**config.mk**
```make
export PLATFORM = sky130hd
export DESIGN_NAME = alu_wb_stage_flat
export DESIGN_NICKNAME = d
export VERILOG_FILES = /design/src/rtl/alu_wb_if.sv /design/src/rtl/alu_wb_stage.sv /design/src/flat_wrapper.sv
export SDC_FILE = /design/constraint.sdc
export NUM_CORES = 1
export LEC_CHECK = 0
export ABC_AREA = 0
export BUFFER_PORTS_ARGS = -buffer_cell sky130_fd_sc_hd__buf_2
export CORE_MARGIN = 10
export CORE_UTILIZATION = 35
export CTS_CLUSTER_DIAMETER = 30
export DETAILED_ROUTE_END_ITERATION = 7
export HOLD_SLACK_MARGIN = 0.02
export PLACE_DENSITY_LB_ADDON = 0.08
export SYNTH_ARGS = -nofsm -noshare
export SYNTH_HDL_FRONTEND = slang
export SYNTH_SLANG_ARGS = --single-unit
export TNS_END_PERCENT = 50
```
**constraint.sdc**
```tcl
create_clock -name clk -period 2.05 [get_ports clk]
set_clock_uncertainty 0.2 [all_clocks]
set_input_delay 0.1025 -clock clk [delete_from_list [all_inputs] [get_ports clk]]
set_output_delay 0.1025 -clock clk [all_outputs]
set_load 0.01 [all_outputs]
```
**src/rtl/alu_wb_if.sv**
```systemverilog
// ALU result bus from the execute stage into the writeback stage.
//   valid/ready : handshake (ready driven by the consumer)
//   y, z, cy    : ALU result and flags
//   rd, wr_en   : destination register and its write enable
//   flag_en     : result updates the Z/CY flags
interface alu_wb_if #(
  parameter int unsigned DATA_W = 16,
  parameter int unsigned REG_AW = 3
);
  logic              valid;
  logic              ready;
  logic [DATA_W-1:0] y;
  logic              z;
  logic              cy;
  logic [REG_AW-1:0] rd;
  logic              wr_en;
  logic              flag_en;

  modport master (output valid, y, z, cy, rd, wr_en, flag_en, input ready);
  modport slave  (input valid, y, z, cy, rd, wr_en, flag_en, output ready);
endinterface

```
**src/rtl/alu_wb_stage.sv**
```systemverilog
// ALU writeback stage: buffers ALU results in a 2-entry skid FIFO, retires them to the
// register-file write port, owns the speculative/committed Z/CY flags and supplies
// operand-forwarding data for the youngest buffered write.
//
// Ports:
//   clk, rst_n           clock, synchronous active-low reset
//   ex (slave)           ALU result bus; ex.ready is registered
//   flush                drop every buffered, unretired entry
//   wb_ready             register file accepts a write this cycle
//   rf_we/waddr/wdata    register-file write port (combinational from the head entry)
//   p_z, p_cy            speculative flags to the ALU (registered)
//   fwd_valid/rd/data    youngest buffered entry that writes a register
//
// Optional feature: define WB_PERF_CNT_EN to add retire_cnt/stall_cnt output counters.
module alu_wb_stage #(
  parameter int unsigned DATA_W = 16,
  parameter int unsigned REG_AW = 3
) (
  input  logic              clk,
  input  logic              rst_n,
  alu_wb_if.slave           ex,
  input  logic              flush,
  input  logic              wb_ready,
  output logic              rf_we,
  output logic [REG_AW-1:0] rf_waddr,
  output logic [DATA_W-1:0] rf_wdata,
  output logic              p_z,
  output logic              p_cy,
  output logic              fwd_valid,
  output logic [REG_AW-1:0] fwd_rd,
  output logic [DATA_W-1:0] fwd_data
`ifdef WB_PERF_CNT_EN
  ,
  output logic [15:0]       retire_cnt,
  output logic [15:0]       stall_cnt
`endif
);

  typedef struct packed {
    logic [DATA_W-1:0] y;
    logic              z;
    logic              cy;
    logic [REG_AW-1:0] rd;
    logic              wr_en;
    logic              flag_en;
  } entry_t;

  typedef enum logic [1:0] {StEmpty, StOne, StTwo} state_e;

  state_e state_q, state_d;
  entry_t head_q, head_d;
  entry_t tail_q, tail_d;
  entry_t in_e;
  logic   ex_ready_q, ex_ready_d;
  logic   spec_z_q, spec_z_d, spec_cy_q, spec_cy_d;
  logic   com_z_q, com_z_d, com_cy_q, com_cy_d;
  logic   head_valid, accept, retire;

  always_comb begin
    in_e.y       = ex.y;
    in_e.z       = ex.z;
    in_e.cy      = ex.cy;
    in_e.rd      = ex.rd;
    in_e.wr_en   = ex.wr_en;
    in_e.flag_en = ex.flag_en;
  end

  assign head_valid = (state_q != StEmpty);
  assign accept     = ex.valid & ex_ready_q & ~flush;
  // A flush blocks the register write, so only a head without wr_en can retire in that cycle.
  assign retire     = head_valid & (~head_q.wr_en | (wb_ready & ~flush));

  assign rf_we    = head_valid & head_q.wr_en & ~flush;
  assign rf_waddr = head_q.rd;
  assign rf_wdata = head_q.y;
  assign ex.ready = ex_ready_q;
  assign p_z      = spec_z_q;
  assign p_cy     = spec_cy_q;

  // FIFO occupancy and storage next state.
  always_comb begin
    state_d = state_q;
    head_d  = head_q;
    tail_d  = tail_q;
    if (flush) begin
      state_d = StEmpty;
    end else begin
      unique case (state_q)
        StEmpty: begin
          if (accept) begin
            head_d  = in_e;
            state_d = StOne;
          end
        end
        StOne: begin
          if (accept && retire) begin
            head_d = in_e;
          end else if (accept) begin
            tail_d  = in_e;
            state_d = StTwo;
          end else if (retire) begin
            state_d = StEmpty;
          end
        end
        StTwo: begin
          if (retire) begin
            head_d  = tail_q;
            state_d = StOne;
          end
        end
        default: state_d = StEmpty;
      endcase
    end
    ex_ready_d = (state_d != StTwo);
  end

  // Flags: committed follow retirement; speculative follow acceptance, and on flush
  // fall back to the committed value including any head retiring this very cycle.
  always_comb begin
    com_z_d   = com_z_q;
    com_cy_d  = com_cy_q;
    spec_z_d  = spec_z_q;
    spec_cy_d = spec_cy_q;
    if (retire && head_q.flag_en) begin
      com_z_d  = head_q.z;
      com_cy_d = head_q.cy;
    end
    if (flush) begin
      spec_z_d  = com_z_d;
      spec_cy_d = com_cy_d;
    end else if (accept && ex.flag_en) begin
      spec_z_d  = ex.z;
      spec_cy_d = ex.cy;
    end
  end

  // Forward the youngest buffered entry that writes a register.
  always_comb begin
    fwd_valid = 1'b0;
    fwd_rd    = '0;
    fwd_data  = '0;
    if (state_q == StTwo && tail_q.wr_en) begin
      fwd_valid = 1'b1;
      fwd_rd    = tail_q.rd;
      fwd_data  = tail_q.y;
    end else if (head_valid && head_q.wr_en) begin
      fwd_valid = 1'b1;
      fwd_rd    = head_q.rd;
      fwd_data  = head_q.y;
    end
  end

  always_ff @(posedge clk) begin
    if (!rst_n) begin
      state_q    <= StEmpty;
      head_q     <= '0;
      tail_q     <= '0;
      ex_ready_q <= 1'b1;
      spec_z_q   <= 1'b0;
      spec_cy_q  <= 1'b0;
      com_z_q    <= 1'b0;
      com_cy_q   <= 1'b0;
    end else begin
      state_q    <= state_d;
      head_q     <= head_d;
      tail_q     <= tail_d;
      ex_ready_q <= ex_ready_d;
      spec_z_q   <= spec_z_d;
      spec_cy_q  <= spec_cy_d;
      com_z_q    <= com_z_d;
      com_cy_q   <= com_cy_d;
    end
  end

`ifdef WB_PERF_CNT_EN
  logic [15:0] retire_cnt_q, retire_cnt_d;
  logic [15:0] stall_cnt_q, stall_cnt_d;

  always_comb begin
    retire_cnt_d = retire_cnt_q;
    stall_cnt_d  = stall_cnt_q;
    if (retire && !flush) begin
      retire_cnt_d = retire_cnt_q + 16'd1;
    end
    if (rf_we && !wb_ready) begin
      stall_cnt_d = stall_cnt_q + 16'd1;
    end
  end

  always_ff @(posedge clk) begin
    if (!rst_n) begin
      retire_cnt_q <= '0;
      stall_cnt_q  <= '0;
    end else begin
      retire_cnt_q <= retire_cnt_d;
      stall_cnt_q  <= stall_cnt_d;
    end
  end

  assign retire_cnt = retire_cnt_q;
  assign stall_cnt  = stall_cnt_q;
`endif

endmodule
```
**src/flat_wrapper.sv**
```systemverilog
// flat-port wrapper written by rule: the top's interface ports become plain ports
module alu_wb_stage_flat 
#(
  parameter int unsigned DATA_W = 16,
  parameter int unsigned REG_AW = 3
)
  (clk, rst_n, flush, wb_ready, rf_we, rf_waddr, rf_wdata, p_z, p_cy, fwd_valid, fwd_rd, fwd_data, ex_valid, ex_y, ex_z, ex_cy, ex_rd, ex_wr_en, ex_flag_en, ex_ready);
  alu_wb_if #(.DATA_W(DATA_W), .REG_AW(REG_AW)) ex_i ();
  input  logic clk;
  input  logic rst_n;
  input  logic flush;
  input  logic wb_ready;
  output logic rf_we;
  output logic [REG_AW-1:0] rf_waddr;
  output logic [DATA_W-1:0] rf_wdata;
  output logic p_z;
  output logic p_cy;
  output logic fwd_valid;
  output logic [REG_AW-1:0] fwd_rd;
  output logic [DATA_W-1:0] fwd_data;
  input wire logic [$bits(ex_i.valid)-1:0] ex_valid;
  input wire logic [$bits(ex_i.y)-1:0] ex_y;
  input wire logic [$bits(ex_i.z)-1:0] ex_z;
  input wire logic [$bits(ex_i.cy)-1:0] ex_cy;
  input wire logic [$bits(ex_i.rd)-1:0] ex_rd;
  input wire logic [$bits(ex_i.wr_en)-1:0] ex_wr_en;
  input wire logic [$bits(ex_i.flag_en)-1:0] ex_flag_en;
  output wire logic [$bits(ex_i.ready)-1:0] ex_ready;
  assign ex_i.valid = ex_valid;
  assign ex_i.y = ex_y;
  assign ex_i.z = ex_z;
  assign ex_i.cy = ex_cy;
  assign ex_i.rd = ex_rd;
  assign ex_i.wr_en = ex_wr_en;
  assign ex_i.flag_en = ex_flag_en;
  assign ex_ready = ex_i.ready;
  alu_wb_stage #(.DATA_W(DATA_W), .REG_AW(REG_AW)) u_core (.clk(clk), .rst_n(rst_n), .ex(ex_i), .flush(flush), .wb_ready(wb_ready), .rf_we(rf_we), .rf_waddr(rf_waddr), .rf_wdata(rf_wdata), .p_z(p_z), .p_cy(p_cy), .fwd_valid(fwd_valid), .fwd_rd(fwd_rd), .fwd_data(fwd_data));
endmodule
```
Word-level counts from Yosys, hierarchy flattened
Index checks and enable logic that the tools add are counted.
{"block": "op_classes", "mul": 0, "order_cmp": 0, "eq_ne": 6, "muxes": 23, "n_shift": 0, "add_sub_neg": 0, "div_mod_pow": 0, "bitwise_logic": 10, "reduce_logical": 11}
{"cell": "$mux 23", "count": 3}
{"cell": "$pmux 23 s3", "count": 1}
{"cell": "$mux 16", "count": 2}
{"cell": "$mux 2", "count": 6}
{"cell": "$mux 1", "count": 8}
{"cell": "$and 1x1->1", "count": 6}
{"cell": "$mux 3", "count": 2}
{"cell": "$ne 2x1->1 const B", "count": 3}
{"cell": "$pmux 2 s3", "count": 1}
{"cell": "$logic_and 1x1->1", "count": 5}
{"cell": "$reduce_and 5->1", "count": 1}
{"cell": "$reduce_and 4->1", "count": 1}
{"cell": "$reduce_bool 2->1", "count": 2}
{"cell": "$not 1->1", "count": 3}
{"cell": "$reduce_bool 3->1", "count": 1}
{"cell": "$eq 2x1->1 const B", "count": 1}
{"cell": "$eq 2x2->1 const B", "count": 1}
{"cell": "$logic_not 2->1", "count": 1}
{"cell": "$ne 2x2->1 const B", "count": 1}
{"cell": "$or 1x1->1", "count": 1}
{"block": "word_totals", "output_inout_bits": 43, "mem_bits_rw": 0, "latch_bits": 0, "mem_count": 0, "mem_bits_ro": 0, "ff_bits": 53, "wordCells": 68, "input_bits": 28}

Depth between registers and ports, before layout
Gate-level depths: netlist of run 1.
{"block": "logic_depth", "ltp_word": 10, "mapped_depth": 7, "ltp_nobuf": 4}

Worst setup path after synthesis of run 1
OpenSTA, ideal clock, no wires.
{"block": "synth_path", "path_kind": "register -> register", "startpoint": "register u_core.state_q[0]", "endpoint": "register u_core.head_q[5] (netlist bit)", "required_ns": 1.734, "path_slack_ns": 0.244, "t_arrival_ns": 1.490, "synth_period_minus_slack_ns": 1.806, "stages_incl_launch_ff": 8, "path_cell_list": "dfxtp_1 > buf_2 > nand2b_4 > buf_6 > a221oi_4 > buf_6 > nand2_1 > o211a_1"}
{"block": "synth_between", "elab_chain_len": 5}
{"item": "from (decl)", "line_no": "alu_wb_stage.sv:50", "source": "state_e state_q, state_d;"}
{"item": "from (signal assigned)", "line_no": "alu_wb_stage.sv:155", "source": "state_q <= StEmpty;"}
{"item": "from (signal assigned)", "line_no": "alu_wb_stage.sv:164", "source": "state_q <= state_d;"}
{"item": "$reduce_bool 2->1", "line_no": "alu_wb_stage.sv:68", "source": "assign head_valid = (state_q != StEmpty);"}
{"item": "$and 1x1->1", "line_no": "alu_wb_stage.sv:71", "source": "assign retire = head_valid & (~head_q.wr_en | (wb_ready & ~flush));"}
{"item": "$logic_and 1x1->1", "line_no": "alu_wb_stage.sv:96", "source": "if (accept && retire) begin"}
{"item": "$ne 2x1->1 (no line)"}
{"item": "$reduce_and 5->1 (no line)"}
{"item": "to (signal assigned)", "line_no": "alu_wb_stage.sv:156", "source": "head_q <= '0;"}
{"item": "to (signal assigned)", "line_no": "alu_wb_stage.sv:165", "source": "head_q <= head_d;"}
{"item": "to (decl)", "line_no": "alu_wb_stage.sv:51", "source": "entry_t head_q, head_d;"}
Several ways; a longest one is shown, not always the timed one.
A chain may end at the register's enable or synchronous reset.

Worst setup path in the final report of run 1
{"block": "layout_path", "startpoint": "register u_core.state_q[1]", "endpoint": "output fwd_data[0]"}
{"block": "layout_between", "elab_chain_len": 4}
{"item": "$reduce_bool 2->1", "line_no": "alu_wb_stage.sv:68"}
{"item": "$logic_and 1x1->1", "line_no": "alu_wb_stage.sv:146", "source": "end else if (head_valid && head_q.wr_en) begin"}
{"item": "$mux 16", "line_no": "alu_wb_stage.sv:146"}
{"item": "$mux 16 *", "line_no": "alu_wb_stage.sv:142", "source": "if (state_q == StTwo && tail_q.wr_en) begin"}
{"item": "to (decl)", "line_no": "flat_wrapper.sv:20", "source": "output logic [DATA_W-1:0] fwd_data;"}
Every way passes the cells marked *; elsewhere a longest branch is shown, timed or not.

==> flow_metrics.tcl, run 1 <==
set metrics [dict create \
    status "finished, final reports clean" \
    final_cell_mix "70 x buf_2, 51 x dfxtp_1, 49 x nand2_1, 31 x dlygate4sd3_1" \
    clk_latency_ps 300 \
    synthAdderAreaFrac_pct 0 \
    postSynthAreaPerCell_um2 9.03 \
    p_sw_mw 0.502 \
    drive_above_1_share_pct 25.9 \
    seqPwrFrac_pct 54.2 \
    routed_wl_um 6960 \
    critPathLaunchType "register" \
    vias_per_cell 4.98 \
    fillers 747 \
    cts_max_path_buffers 2 \
    yosysSeqAreaShare_pct 40.0 \
    pwr-share-clk_pct 31.9 \
    dieArea_um2 11500 \
    synth.distinct_cells 31 \
    yosysWarnings 0 \
    die_h_um 107 \
    track_usage_pct 12.4 \
    initial_utilization_pct 36.2 \
    syn_nets 322 \
    cts_tree "done" \
    final_common_cell "buf_2" \
    max_stage_delay_ps 430 \
    antennaDiodeCount 0 \
    finalCritPeriodShare_pct 90.9 \
    rr_worst_depth 5 \
    grt_start_max_net_pins 58 \
    cts_htree_levels 2 \
    synth_simple_gate_area_share_pct 15.7 \
    detail-route-antenna-nets 0 \
    p_int_mw 1.52 \
    r2r_slack_ps 330 \
    dp.final_hpwl_um 4670 \
    area_delta_synth_final_pct 26.5 \
    worst_ep_arrival_time_ps 1560 \
    r2r_start "u_core.state_q[1]" \
    crit_family "flip-flops" \
    drt-wirelength-per-cell_um 14.9 \
    worstReg2RegEnd "u_core.rf_wdata[0]" \
    worstMarginPinSlew_ps 357 \
    grt_overflow 0 \
    utilization_pct 45.8 \
    max_freq_mhz 537 \
    crit_cells 5 \
    p_leak_nw 1.78 \
    vdd_drop_max_mv 0.327 \
    vias 2322 \
    portBuffers 70 \
    grt_antenna_before_repair 0 \
    post-cts-setup-buffers 0 \
    synth_xor_area_share_pct 0 \
    slew_headroom_pct 76.2 \
    power_density_nw_per_um2 601 \
    io_pins 71 \
    path_buf_inv 2 \
    dp_cells 427 \
    grt_first_pass_wirelength_um 11700 \
    cts_inserted_buffers 5 \
    worstSetupStartpoint "u_core.state_q[1]" \
    clkTransAtPathRegs_ps 90 \
    period_minus_slack_ps 1860 \
    setup_viol_count_final 0 \
    min_path_type "reg -> reg" \
    synth_top_family_by_area "compound AO/OA/AOI/OAI gates" \
    cp_slowest_cell "dfxtp_2" \
    worstPathRequired_ps 1750 \
    switching_share_pct 24.9 \
    cts_num_sinks 53 \
    synth-compound-area-share_pct 23.1 \
    drtIter0Drc 69 \
    cts-root-buf "clkbuf_8" \
    netlist_area_um2 2650 \
    cp_max_fo 11 \
    core_um2 7330 \
    fin_setup_tns_ps 0 \
    combinationalPowerShare_pct 13.8 \
    drc 0 \
    max_cap_violations 0 \
    cp-end-kind "output port" \
    fp.dieW_um 107 \
    fp-row-count 31 \
    crit_path_end "fwd_data[0]" \
    finalNetCount 394 \
    hold_violations 0 \
    syn_inst 294 \
    routabilityCongestion 0.698 \
    drt_first_pass_iters 4 \
    worstSetupPathType "reg -> out" \
    rsz0062_at_grt "no" \
    first_global_vias 2385 \
    path_cells "nand2b_1, a21boi_2, buf_4, a22o_1, buf_2" \
    stdcell_count 466 \
    ys_ff_latch 53 \
    drv_slew 0 \
    muxShareOfSynthArea_pct 10.3 \
]
==> sequential cells by signal, indices dropped and copies added, names as in the netlist <==
register / cells
u_core.tail_q: 23
u_core.rf_wdata: 16
u_core.head_q: 4
u_core.rf_waddr: 3
u_core.state_q: 2
u_core.com_cy_q: 1
u_core.com_z_q: 1
u_core.ex.ready: 1
u_core.p_cy: 1
u_core.p_z: 1
==> power by group through the flow <==
stage	combinational (mW)	sequential [mW]	clock [mW]
2_1_floorplan	0.185	1.11	0
3_3_place_gp	0.235	1.12	0
6_report	0.279	1.10	0.645
5_1_grt	0.311	1.10	0.714
3_5_place_dp	0.237	1.12	0
4_1_cts	0.283	1.10	0.672
==> timing repair <==
item	in CTS	in global routing
gates resized for setup	0	2
hold endpoints to repair	50	0
setup endpoints to repair	0	15
hold buffers	31	0
==> cell families (layout without fill, tap and decap cells) <==
logic type	after synthesis	count (layout)
compound gates	78	78
simple gates	90	90
mux	27	27
flops	53	53
buf+inv	46	119
==> how the worst min path moves through the flow <==
stage | slack (ps) | start | end | depth (start not counted)
final | 260 | u_core.tail_q[5] | u_core.tail_q[5] | 2
after global routing | 300 | u_core.tail_q[13] | u_core.tail_q[13] | 2
after CTS | 260 | u_core.tail_q[5] | u_core.tail_q[5] | 2
after detailed placement | 160 | ex_y[1] | u_core.tail_q[8] | 3
after global placement | 150 | ex_y[8] | u_core.tail_q[15] | 3
after floorplan | 40 | ex_y[3] | u_core.tail_q[10] | 2
==> cells in the mapped netlist <==
library cell | instances | area [um2]
nand2_1 | 49 | 184
a21boi_0 | 1 | 7.51
a221oi_4 | 1 | 26.3
or2_1 | 1 | 6.26
o21ai_1 | 19 | 95.1
o21ai_0 | 7 | 35.0
or3_1 | 1 | 6.26
nand4b_1 | 1 | 8.76
inv_1 | 2 | 7.51
buf_4 | 19 | 143
nor2b_1 | 3 | 18.8
a21oi_1 | 5 | 25.0
a211oi_1 | 1 | 7.51
a21boi_2 | 1 | 11.3
nand3_1 | 24 | 120
mux2i_1 | 24 | 240
dfxtp_1 | 53 | 1060
o211a_1 | 23 | 230
or2_2 | 1 | 6.26
nor2_1 | 3 | 11.3
o32ai_1 | 1 | 8.76
nand2b_1 | 4 | 25.0
buf_6 | 5 | 56.3
and3b_1 | 1 | 8.76
a22o_1 | 19 | 166
buf_1 | 4 | 15.0
buf_2 | 6 | 30.0
nand3b_1 | 1 | 7.51
nand2b_4 | 1 | 13.8
clkbuf_1 | 10 | 37.5
mux2_2 | 3 | 33.8
==> per-stage QoR <==
| step | hold WS, ps | setup slack [ps] | cell area, um2 | power [mW] |
|---|---|---|---|---|
| 2_1_floorplan | 35.1 | 244 | 2650 | 1.30 |
| 3_3_place_gp | 154 | 300 | 2940 | 1.35 |
| 3_5_place_dp | 160 | 283 | 2940 | 1.36 |
| 4_1_cts | 261 | 46.2 | 3360 | 2.05 |
| 5_1_grt | 302 | 65.7 | 3360 | 2.13 |
| 6_report | 259 | 187 | 3360 | 2.02 |
==> layout make-up <==
type	instances	area (um2)	area share [%]
multi-input cells	195	1300	38.8
clock inverters	1	5.00	0.149
clock buffers	7	96.3	2.87
repair buffers	109	758	22.6
inverters	2	7.51	0.224
well taps	99	124	3.69
flip-flops and latches	53	1060	31.7
==> tightest hold or removal path: stages, from the launching register on <==
cell and delay (ps):
dfxtp_1 320, nand3_1 50, o21ai_1 50
==> per-layer routing <==
| layer | track usage (%) | up-vias | share of wire, % |
|---|---|---|---|
| met5 | 0 | - | 0 |
| met4 | 3.48 | 0 | 0.80 |
| met3 | 4.31 | 5 | 6.7 |
| met2 | 20.4 | 49 | 45 |
| met1 | 15.0 | 1099 | 47 |
| li1 | - | 1169 | - |
No activity file was read; power rests on OpenSTA's default activity.
==> run 2, diff against run 1 <==
--- a/config.mk
+++ b/config.mk
@@ -8,7 +8,7 @@
 export ABC_AREA = 0
 export BUFFER_PORTS_ARGS = -buffer_cell sky130_fd_sc_hd__buf_2
 export CORE_MARGIN = 10
-export CORE_UTILIZATION = 35
+export CORE_UTILIZATION = 30
 export CTS_CLUSTER_DIAMETER = 30
 export DETAILED_ROUTE_END_ITERATION = 7
 export HOLD_SLACK_MARGIN = 0.02
==> flow_metrics.tcl, run 2 (synthesis results as in run 1) <==
set metrics [dict create \
    grt_start_max_net_pins 50 \
    top_register "u_core.tail_q" \
    preCtsSetupSlack_ps 287 \
    area_delta_synth_final_pct 25.6 \
    worstPathRequired_ps 1750 \
    fillers 927 \
    track_usage_pct 11.1 \
    slew_headroom_pct 67.7 \
    timing.final.ws_setup_ps 171 \
    drive_above_1_share_pct 26.2 \
    seqPwrFrac_pct 55.4 \
    fin_area_um2 3330 \
    whs_ps 264 \
    drt_first_pass_iters 4 \
    clk_latency_ps 300 \
    fp-row-count 34 \
    io_pins 71 \
    drv_slew 0 \
    fp.dieW_um 114 \
    hold_violations 0 \
    p_sw_mw 0.499 \
    rsz0062_at_grt "no" \
    cts_htree_levels 2 \
    initial_utilization_pct 30.6 \
    pwr-share-clk_pct 30.5 \
    cts_num_sinks 53 \
    max_cap_violations 0 \
    seq_area_um2 1060 \
    cts_max_path_buffers 2 \
    multi_input_area_um2 1300 \
    utilization_pct 38.4 \
    first_global_vias 2333 \
    p_leak_nw 1.77 \
    antennaDiodeCount 0 \
    min_path_type "reg -> reg" \
    vdd_drop_max_mv 0.207 \
    cts-root-buf "clkbuf_8" \
    worstSetupPathType "reg -> out" \
    cp_max_fo 19 \
    post-cts-setup-buffers 0 \
    total_power_mw 1.98 \
    worstMarginPinSlew_ps 484 \
    drt-wirelength-per-cell_um 15.1 \
    routed_wl_um 7160 \
    vias_per_cell 4.76 \
    stdcell_count 474 \
    final_common_cell "buf_2" \
    die_h_um 114 \
    routabilityCongestion 0.742 \
    max_freq_mhz 532 \
    finalNetCount 394 \
    setup_viol_count_final 0 \
    power_density_nw_per_um2 593 \
    drtIter0Drc 84 \
    fin_setup_tns_ps 0 \
    worst_ep_arrival_time_ps 1580 \
    clkTransAtPathRegs_ps 90 \
    status "finished, final reports clean" \
    dieArea_um2 13000 \
    dp.final_hpwl_um 5000 \
    switching_share_pct 25.2 \
    grt_overflow 0 \
    drc 0 \
    core_um2 8680 \
    largest_register_ffs 23 \
    cp-end-kind "output port" \
    p_int_mw 1.48 \
    final_cell_mix "70 x buf_2, 51 x dfxtp_1, 49 x nand2_1, 28 x dlygate4sd3_1" \
    portBuffers 70 \
    vias 2258 \
    finalCritPeriodShare_pct 91.6 \
    critPathLaunchType "register" \
    grt_first_pass_wirelength_um 11900 \
    period_minus_slack_ps 1880 \
    cts_inserted_buffers 5 \
    combinationalPowerShare_pct 14.0 \
    grt_antenna_before_repair 0 \
    detail-route-antenna-nets 0 \
    placed_cell_area_um2 2970 \
    cts_tree "done" \
    dp_cells 439 \
]
[run 2: cell types whose count changed in the layout (fill, tap and decap cells not counted), sizes merged]
cell,before,now
buf,78,81
dlygate4sd3,31,28
clkinv,1,0
[run 2: layer usage]
metal | wire length [um] | GRT usage [%] | up-vias
li1 | - | - | 1162
met1 | 3470 | 14.3 | 1050
met2 | 3240 | 17.8 | 41
met3 | 396 | 3.25 | 5
met4 | 52 | 2.76 | 0
met5 | 0 | 0 | -
[run 2: critical path, cell delays in order, from the launching register on]
cell and delay (ps):
dfxtp_2 420, nand2b_1 90, a21boi_2 130, buf_4 290, a22o_1 200, buf_2 140
[run 2: repair_timing]
item / in CTS / in global routing
hold buffers: 28 / 0
hold endpoints to repair: 51 / 0
resized for setup: 0 / 2
setup endpoints to repair: 0 / 19
[run 2: path summary, 6_finish.rpt]
check / start / end / slack (ps) / cells after the start
worst max-delay path: u_core.state_q[1] / fwd_rd[0] / 170 / 5
worst min-delay path: u_core.tail_q[6] / u_core.tail_q[6] / 260 / 2
worst max register to register: u_core.state_q[1] / u_core.rf_wdata[7] / 330 / 5
worst min register to register: u_core.tail_q[6] / u_core.tail_q[6] / 260 / 2
[run 2: power groups by stage]
| stage | combinational, mW | clock (mW) | sequential [mW] |
|---|---|---|---|
| after floorplan | 0.185 | 0 | 1.11 |
| after global placement | 0.240 | 0 | 1.12 |
| after detailed placement | 0.240 | 0 | 1.12 |
| after CTS | 0.283 | 0.634 | 1.10 |
| after global routing | 0.310 | 0.672 | 1.10 |
| final | 0.278 | 0.604 | 1.10 |
[run 2: cell type report]
cell class	count	share of cell area, %
multi-input combinational	195	39.1
clock buffer	7	2.59
tap	108	4.05
inverter	2	0.225
timing repair buffer	109	22.1
sequential	53	31.9
==> run 3, diff against run 2 <==
==> constraint.sdc (replaced) <==
create_clock -name clk -period 2.26 [get_ports clk]
set_clock_uncertainty 0.2 [all_clocks]
set_input_delay 0.113 -clock clk [delete_from_list [all_inputs] [get_ports clk]]
set_output_delay 0.113 -clock clk [all_outputs]
set_load 0.01 [all_outputs]
==> flow_metrics.tcl, run 3 (synthesis results as in run 1) <==
set metrics [dict create \
    finalCritPeriodShare_pct 87.3 \
    whs_ps 58.0 \
    cp_slowest_cell "dfxtp_1" \
    final_cell_mix "70 x buf_2, 53 x dfxtp_1, 49 x nand2_1, 26 x dlygate4sd3_1" \
    largest_register_ffs 23 \
    drt-wirelength-per-cell_um 15.3 \
    io_pins 71 \
    cts_num_sinks 53 \
    cp-end-kind "output port" \
    min_path_cells 2 \
    min_path_type "in -> reg" \
    hold_violations 0 \
    rr_worst_depth 5 \
    finalNetCount 391 \
    max_stage_delay_ps 510 \
    preCtsSetupSlack_ps 368 \
    worstReg2RegEnd "u_core.rf_wdata[9]" \
    max_freq_mhz 507 \
    drtIter0Drc 58 \
    cts_htree_levels 2 \
    vias_per_cell 4.77 \
    track_usage_pct 11.2 \
    antennaDiodeCount 0 \
    final_common_cell "buf_2" \
    clk_latency_ps 310 \
    cts_max_path_buffers 2 \
    slew_headroom_pct 71.8 \
    fp-row-count 34 \
    stdcell_count 472 \
    grt_overflow 0 \
    power_density_nw_per_um2 579 \
    crit_path_end "fwd_data[0]" \
    grt_start_max_net_pins 29 \
    top_register "u_core.tail_q" \
    status "finished, final reports clean" \
    vdd_drop_max_mv 0.242 \
    drt_first_pass_iters 6 \
    path_cells "nand2b_1, a21boi_2, buf_4, a22o_1, buf_2" \
    worstMarginPinSlew_ps 423 \
    worstPathRequired_ps 1950 \
    fin_setup_tns_ps 0 \
    cts_tree "done" \
    dp.final_hpwl_um 5050 \
    worstSetupStartpoint "u_core.state_q[1]" \
    max_cap_violations 0 \
    area_delta_synth_final_pct 24.7 \
    r2r_slack_ps 380 \
    grt_first_pass_wirelength_um 12000 \
    detail-route-antenna-nets 0 \
    first_global_vias 2233 \
    drv_slew 0 \
    routabilityCongestion 0.725 \
    cp_max_fo 19 \
    grt_antenna_before_repair 0 \
    cts-root-buf "clkbuf_8" \
    fillers 923 \
    rsz0062_at_grt "no" \
    drc 0 \
    fp.dieW_um 114 \
    worst_ep_arrival_time_ps 1660 \
    vias 2252 \
    clkTransAtPathRegs_ps 90 \
    worstSetupPathType "reg -> out" \
    r2r_start "u_core.state_q[0]" \
    core_um2 8680 \
    routed_wl_um 7200 \
    initial_utilization_pct 30.6 \
    critPathLaunchType "register" \
    period_minus_slack_ps 1970 \
    timing.final.ws_setup_ps 287 \
    die_h_um 114 \
    portBuffers 70 \
    p_leak_nw 1.76 \
    cts_inserted_buffers 5 \
    drive_above_1_share_pct 25.8 \
    dieArea_um2 13000 \
    setup_viol_count_final 0 \
    dp_cells 438 \
]
-- run 3: cell count changes in the layout (fill, tap and decap cells not counted) --
cell | before | now
buf_12 | 2 | 0
dfxtp_1 | 51 | 53
bufinv_16 | 0 | 1
dlygate4sd3_1 | 28 | 26
buf_4 | 9 | 10
dfxtp_2 | 2 | 0
-- run 3: layout make-up --
| cell class | instances | area (um2) | area share [%] |
|---|---|---|---|
| Clock inverter | 1 | 30.0 | 0.907 |
| Tap cell | 108 | 135 | 4.08 |
| Clock buffer | 7 | 86.3 | 2.61 |
| Sequential cell | 53 | 1060 | 32.1 |
| Multi-Input combinational cell | 195 | 1300 | 39.4 |
| Timing Repair Buffer | 106 | 686 | 20.7 |
| Inverter | 2 | 7.51 | 0.227 |
-- run 3: worst max-delay path, delay by kind of cell, from the launching register on --
| kind | cells | cell delay (ps) |
|---|---|---|
| AO/OA/AOI/OAI | 2 | 330 |
| buffers and inverters | 2 | 400 |
| flip-flops | 1 | 510 |
| AND/OR/NAND/NOR | 1 | 110 |
-- run 3: per-stage QoR --
| step | power (mW) | util [%] | instance area (um2) |
|---|---|---|---|
| floorplan | 1.17 | - | 2650 |
| global placement | 1.23 | 33.8 | 2930 |
| detailed placement | 1.23 | 33.8 | 2930 |
| CTS | 1.95 | 38.1 | 3310 |
| global route | 2.01 | 38.1 | 3310 |
| finish | 1.92 | 38.1 | 3310 |
-- run 3: worst min-delay path by stage --
stage               startpoint            endpoint  slack (ps)
finish                   rst_n  u_core.rf_wdata[6]          60
global route             rst_n  u_core.rf_wdata[9]          60
CTS                      rst_n    u_core.head_q[0]          50
detailed placement     ex_y[1]    u_core.tail_q[8]         170
global placement       ex_y[3]   u_core.tail_q[10]         170
floorplan              ex_y[3]   u_core.tail_q[10]          50
-- run 3: per-layer routing --
layer	GRT usage (%)	routed length (um)	vias to the layer above
met4	3.01	90	0
li1	-	-	1160
met1	14.9	3490	1028
met3	3.25	399	7
met2	17.1	3220	57
met5	0	0	-
-- run 3: power breakdown --
| part | total, mW | switching (mW) | internal, mW |
|---|---|---|---|
| logic | 0.242 | 0.119 | 0.123 |
| registers | 0.995 | 0.0277 | 0.967 |
| clock network | 0.680 | 0.318 | 0.362 |
| total | 1.92 | 0.465 | 1.45 |
-- run 3: timing repair --
item,in CTS,in global routing
buffers inserted,0,0
gates resized for setup,0,0
hold endpoints to repair,50,0
hold buffers,26,0
